===== src/rtl/dram_port_arbiter.sv =====
// Two-port DRAM arbiter: grants one master at a time, routes DTACK to it and flags over-long grants.
// Define DRAM_ARB_ROUND_ROBIN_EN to resolve simultaneous requests round-robin instead of port-0 priority.
module dram_port_arbiter #(
    parameter int unsigned MaxHoldCycles = 1024
) (
    input  logic       Clock,
    input  logic       Reset_L,
    input  logic       Req0_L,
    input  logic       Req1_L,
    input  logic       DtackFromDram_L,
    output logic       Grant0_L,
    output logic       Grant1_L,
    output logic       MuxSel,
    output logic       DramSelect_L,
    output logic       Dtack0_L,
    output logic       Dtack1_L,
    output logic       HoldOverrun_H,
    output logic [1:0] ArbState
);

    localparam logic [1:0] ST_IDLE    = 2'b00;
    localparam logic [1:0] ST_GRANT0  = 2'b01;
    localparam logic [1:0] ST_GRANT1  = 2'b10;
    localparam logic [1:0] ST_RELEASE = 2'b11;

    localparam logic [15:0] HOLD_LAST = 16'(MaxHoldCycles - 1);

    logic [1:0]  r_state;
    logic [1:0]  w_next_state;
    logic [15:0] r_hold_cnt;
    logic        r_overrun;
    logic        w_granted;
    logic        w_pick1;

`ifdef DRAM_ARB_ROUND_ROBIN_EN
    // Resets to "port 1 last", so the first contention after reset goes to port 0.
    logic r_last_grant1;

    always_ff @(posedge Clock or negedge Reset_L) begin
        if (!Reset_L) begin
            r_last_grant1 <= 1'b1;
        end else if (r_state == ST_IDLE && w_next_state == ST_GRANT0) begin
            r_last_grant1 <= 1'b0;
        end else if (r_state == ST_IDLE && w_next_state == ST_GRANT1) begin
            r_last_grant1 <= 1'b1;
        end
    end

    always_comb begin
        w_pick1 = !r_last_grant1;
    end
`else
    always_comb begin
        w_pick1 = 1'b0;
    end
`endif

    always_comb begin
        w_next_state = r_state;
        case (r_state)
            ST_IDLE: begin
                if (!Req0_L && !Req1_L) begin
                    w_next_state = w_pick1 ? ST_GRANT1 : ST_GRANT0;
                end else if (!Req0_L) begin
                    w_next_state = ST_GRANT0;
                end else if (!Req1_L) begin
                    w_next_state = ST_GRANT1;
                end
            end
            ST_GRANT0: begin
                if (Req0_L) begin
                    w_next_state = ST_RELEASE;
                end
            end
            ST_GRANT1: begin
                if (Req1_L) begin
                    w_next_state = ST_RELEASE;
                end
            end
            default: begin
                w_next_state = ST_IDLE;
            end
        endcase
    end

    always_ff @(posedge Clock or negedge Reset_L) begin
        if (!Reset_L) begin
            r_state <= ST_IDLE;
        end else begin
            r_state <= w_next_state;
        end
    end

    always_comb begin
        w_granted = (r_state == ST_GRANT0) || (r_state == ST_GRANT1);
    end

    // Counter value during grant cycle k is k-1, so the flag sets at the end of cycle MaxHoldCycles.
    always_ff @(posedge Clock or negedge Reset_L) begin
        if (!Reset_L) begin
            r_hold_cnt <= '0;
            r_overrun  <= 1'b0;
        end else if (w_granted) begin
            if (r_hold_cnt != 16'hFFFF) begin
                r_hold_cnt <= r_hold_cnt + 16'd1;
            end
            if (r_hold_cnt == HOLD_LAST) begin
                r_overrun <= 1'b1;
            end
        end else begin
            r_hold_cnt <= '0;
        end
    end

    always_comb begin
        Grant0_L      = (r_state != ST_GRANT0);
        Grant1_L      = (r_state != ST_GRANT1);
        MuxSel        = (r_state == ST_GRANT1);
        DramSelect_L  = !w_granted;
        Dtack0_L      = (r_state == ST_GRANT0) ? DtackFromDram_L : 1'b1;
        Dtack1_L      = (r_state == ST_GRANT1) ? DtackFromDram_L : 1'b1;
        HoldOverrun_H = r_overrun;
        ArbState      = r_state;
    end

endmodule


===== config.mk =====
export PLATFORM = sky130hd
export DESIGN_NAME = dram_port_arbiter
export DESIGN_NICKNAME = d
export VERILOG_FILES = /design/src/rtl/dram_port_arbiter.sv
export SDC_FILE = /design/constraint.sdc
export NUM_CORES = 1
export LEC_CHECK = 0
export ABC_AREA = 0
export CAP_MARGIN = 20
export CORE_MARGIN = 10
export CORE_UTILIZATION = 58
export DETAILED_ROUTE_END_ITERATION = 10
export GPL_ROUTABILITY_DRIVEN = 1
export HOLD_SLACK_MARGIN = 0.08
export PLACE_DENSITY_LB_ADDON = 0.05
export REMOVE_ABC_BUFFERS = 1
export SETUP_SLACK_MARGIN = 0.2
export SYNTH_ARGS = -nofsm -noshare
export SYNTH_HDL_FRONTEND = slang
export SYNTH_SLANG_ARGS = --single-unit

===== constraint.sdc =====
create_clock -name Clock -period 2.5 [get_ports Clock]
set_input_delay 0.5 -clock Clock [delete_from_list [all_inputs] [get_ports Clock]]
set_output_delay 0.5 -clock Clock [all_outputs]
set_load 0.03 [all_outputs]

==> results.sh <==
export IMPL_io_pins=14
export IMPL_cp_depth=4
export IMPL_holdWs_ns=0.4908
export IMPL_ys_ff_latch=19
export IMPL_numCtsBuffers=3
export IMPL_worst_endpoint_arrival_ns=1.63
export IMPL_syn_inst=122
export IMPL_start_util_pct=63.51
export IMPL_cts_setup_buffers=0
export IMPL_yosysWarnings=0
export IMPL_dpl_hpwl_mm=1.904
export IMPL_num_rows=15
export IMPL_ir_drop_mv=0.5980
export IMPL_rrSetupSlack_ns=0.71
export IMPL_cp_slowest_cell="dfrtp_1"
export IMPL_timing_rr_start="r_hold_cnt[0]$_DFFE_PN0P_"
export IMPL_htreeDepth=1
export IMPL_max_freq_mhz=468.8
export IMPL_cts_clk_slew_worst_paths_ns=0.10
export IMPL_synthTopCellsByArea="dfrtp_1, ha_1, a21oi_1, nand2_1, o21ai_0"
export IMPL_wirelength_mm=2.497
export IMPL_slew_headroom_pct=69.38
export IMPL_hold_viol_final=0
export IMPL_drt_vias_per_instance=6.061
export IMPL_vias=994
export IMPL_synth_common_cells="dfrtp_1, a21oi_1, nand2_1, o21ai_0"
export IMPL_antenna_cells=0
export IMPL_final_fill_count=140
export IMPL_path_cells="inv_1, ha_1, inv_1, dlygate4sd2_1"
export IMPL_p_clk_share_pct=12.6
export IMPL_rsz0062_at_grt="false"
export IMPL_fin_crit_sh_pct=85.32
export IMPL_grt_max_degree=20
export IMPL_crit_family="buffers and inverters"
export IMPL_dpl_cell_count=160
export IMPL_layout_cells_non_filler=164
export IMPL_core_sq_um=1783
export IMPL_ctsHoldBuffers=0
export IMPL_final_layout_size_suffix_gt1_share_pct=10.07
export IMPL_start_kind="register"
export IMPL_overflow=0
export IMPL_crit_end="DramSelect_L"
export IMPL_synth_area_sq_um=1132
export IMPL_postSynth_asyncResetShare_pct=100.0
export IMPL_power_switching_share_pct=45.34
export IMPL_combinationalPowerShare_pct=54.2
export IMPL_r2r_cells=5
export IMPL_clock_skew_ns=0.001203
export IMPL_worst_pin_slew_ns=0.4559
export IMPL_seqCellArea_sq_um=475.5
export IMPL_clock_latency_ns=0.29
export IMPL_path_max_fanout=5
export IMPL_synth_edf_count=0
export IMPL_yosysMostFrequentCell="dfrtp_1"
export IMPL_fin_crit_ns=2.133
export IMPL_p_leak_uw=0.0005904
export IMPL_crit_top_cell="inv_1"
export IMPL_grt_pass1_wl_mm=4.381
export IMPL_seq_area_frac_synth_pct=41.99
export IMPL_finalNetCount=150
export IMPL_ys_flop_type="dfrtp_1"
export IMPL_synth_distinct_cells=37
export IMPL_p_per_area_nw_per_um2=893.6
export IMPL_timing_worst_setup_path_type="register to primary output"
export IMPL_portBuffers=13
export IMPL_cts_sinks=19
export IMPL_track_usage_pct=12.82
export IMPL_die_width_microns=64.19
export IMPL_grt_pass1_vias=979
export IMPL_first_iter_violations=44
export IMPL_status="complete, no violations"
export IMPL_max_stage_delay_ns=0.43
export IMPL_synth_top_area_share_pct=41.99
export IMPL_die_h_microns=64.19
export IMPL_drv_slew=0
export IMPL_setup_violations_final=0
export IMPL_p_int_uw=652.1
export IMPL_multiInputGateArea_sq_um=611.8
export IMPL_wl_per_cell_microns=15.23
export IMPL_cts_root_buf="clkbuf_4"
export IMPL_clockBufferDepth=2
export IMPL_final_setup_tns_ns=0
export IMPL_area_growth_pct=17.90
export IMPL_antenna_found_initial=0
export IMPL_crit_buf_inv=3
export IMPL_endpoint_kind="primary output"
export IMPL_critPathRequiredTime_ns=2.00
export IMPL_hp_class="register to register"
export IMPL_yosysTopAreaCell="dfrtp_1"
export IMPL_tritoncts="done"
export IMPL_antenna_left=0
export IMPL_gp_congestion=0.8534
export IMPL_drc=0
export IMPL_dr_pass1_iters=4
export IMPL_avgSynthCellArea_sq_um=9.281
export IMPL_die_area_sq_um=4120
export IMPL_critical_path_reg2reg_endpoint="r_hold_cnt[1]$_DFFE_PN0P_"
export IMPL_crit_start="ArbState[0]$_DFFE_PN0P_"
export IMPL_power_frac_seq_pct=33.1
export IMPL_power_switching_uw=540.9
export IMPL_maxCapViolCount=0
## per-layer routing
| layer | vias to the layer above | global-route usage (%) | wire [microns] |
|---|---|---|---|
| met4 | 0 | 5.080 | 42 |
| met3 | 5 | 3.833 | 119 |
| met5 | - | 0 | 0 |
| met1 | 474 | 16.15 | 1184 |
| met2 | 17 | 20.02 | 1151 |
| li1 | 498 | - | - |
## state kept, by name (all words and copies together) (netlist names)
name,count
r_hold_cnt,16
ArbState,2
HoldOverrun_H,1
## cell usage in the layout (no fill, tap or decap), drive strengths merged, types with 4 or more instances in the layout
master         count
dfrtp             19
nand2             11
a21oi             11
o21ai              8
nand3              7
nor3               7
clkdlybuf4s50      7
inv                6
ha                 5
or3                5
nand4              5
nor2               4
dlymetal6s2s       4
buf                4
nor4               4
clkbuf             4
## cell families (layout without fill, tap and decap cells)
kind of cell | count (synthesis) | count (layout) | synth area share [%]
flops | 19 | 19 | 41.99
buf+inv | 10 | 27 | 3.978
mux | 1 | 1 | 0.8840
simple gates | 52 | 52 | 27.96
fa+ha+maj | 5 | 5 | 5.525
xor+xnor | 2 | 2 | 1.547
compound gates | 33 | 33 | 18.12
## final cells by class
type | instances | area share [%]
Clock buffer | 4 | 1.968
Tap cell | 25 | 2.343
Timing Repair Buffer | 17 | 12.56
Sequential cell | 19 | 35.61
Multi-Input combinational cell | 93 | 45.83
Inverter | 6 | 1.687
## worst min path at each step
stage          cells after the start                      start                         to  slack, ns
2_1_floorplan                      0                    Reset_L    ArbState[0]$_DFFE_PN0P_       0.20
3_3_place_gp                       1  HoldOverrun_H$_DFFE_PN0P_  HoldOverrun_H$_DFFE_PN0P_       0.46
3_5_place_dp                       1  HoldOverrun_H$_DFFE_PN0P_  HoldOverrun_H$_DFFE_PN0P_       0.47
4_1_cts                            1  HoldOverrun_H$_DFFE_PN0P_  HoldOverrun_H$_DFFE_PN0P_       0.49
5_1_grt                            1  HoldOverrun_H$_DFFE_PN0P_  HoldOverrun_H$_DFFE_PN0P_       0.50
6_report                           1  HoldOverrun_H$_DFFE_PN0P_  HoldOverrun_H$_DFFE_PN0P_       0.49
## metrics by stage
stage	area (sq um)	total power, uW	setup slack (ns)	utilization, %
detailed placement	1301	1080	0.2529	72.98
global placement	1301	1057	0.2806	72.98
global route	1335	1285	0.2824	74.88
floorplan	1110	793.3	0.5549	-
finish	1335	1193	0.3671	74.88
CTS	1325	1217	0.2078	74.32
## power groups by stage
stage | Clock [uW] | Sequential (uW) | Combinational, uW
floorplan | 0 | 424 | 369
global placement | 0 | 397 | 660
detailed placement | 0 | 402 | 678
CTS | 158 | 396 | 663
global route | 173 | 402 | 711
finish | 151 | 395 | 647
## what timing repair did
| action | CTS | global route |
|---|---|---|
| endpoints found under the hold margin | 0 | 0 |
| endpoints found under the setup margin | 2 | 4 |
| gates resized for setup | 2 | 4 |
Power figures use the tool's default switching activity.
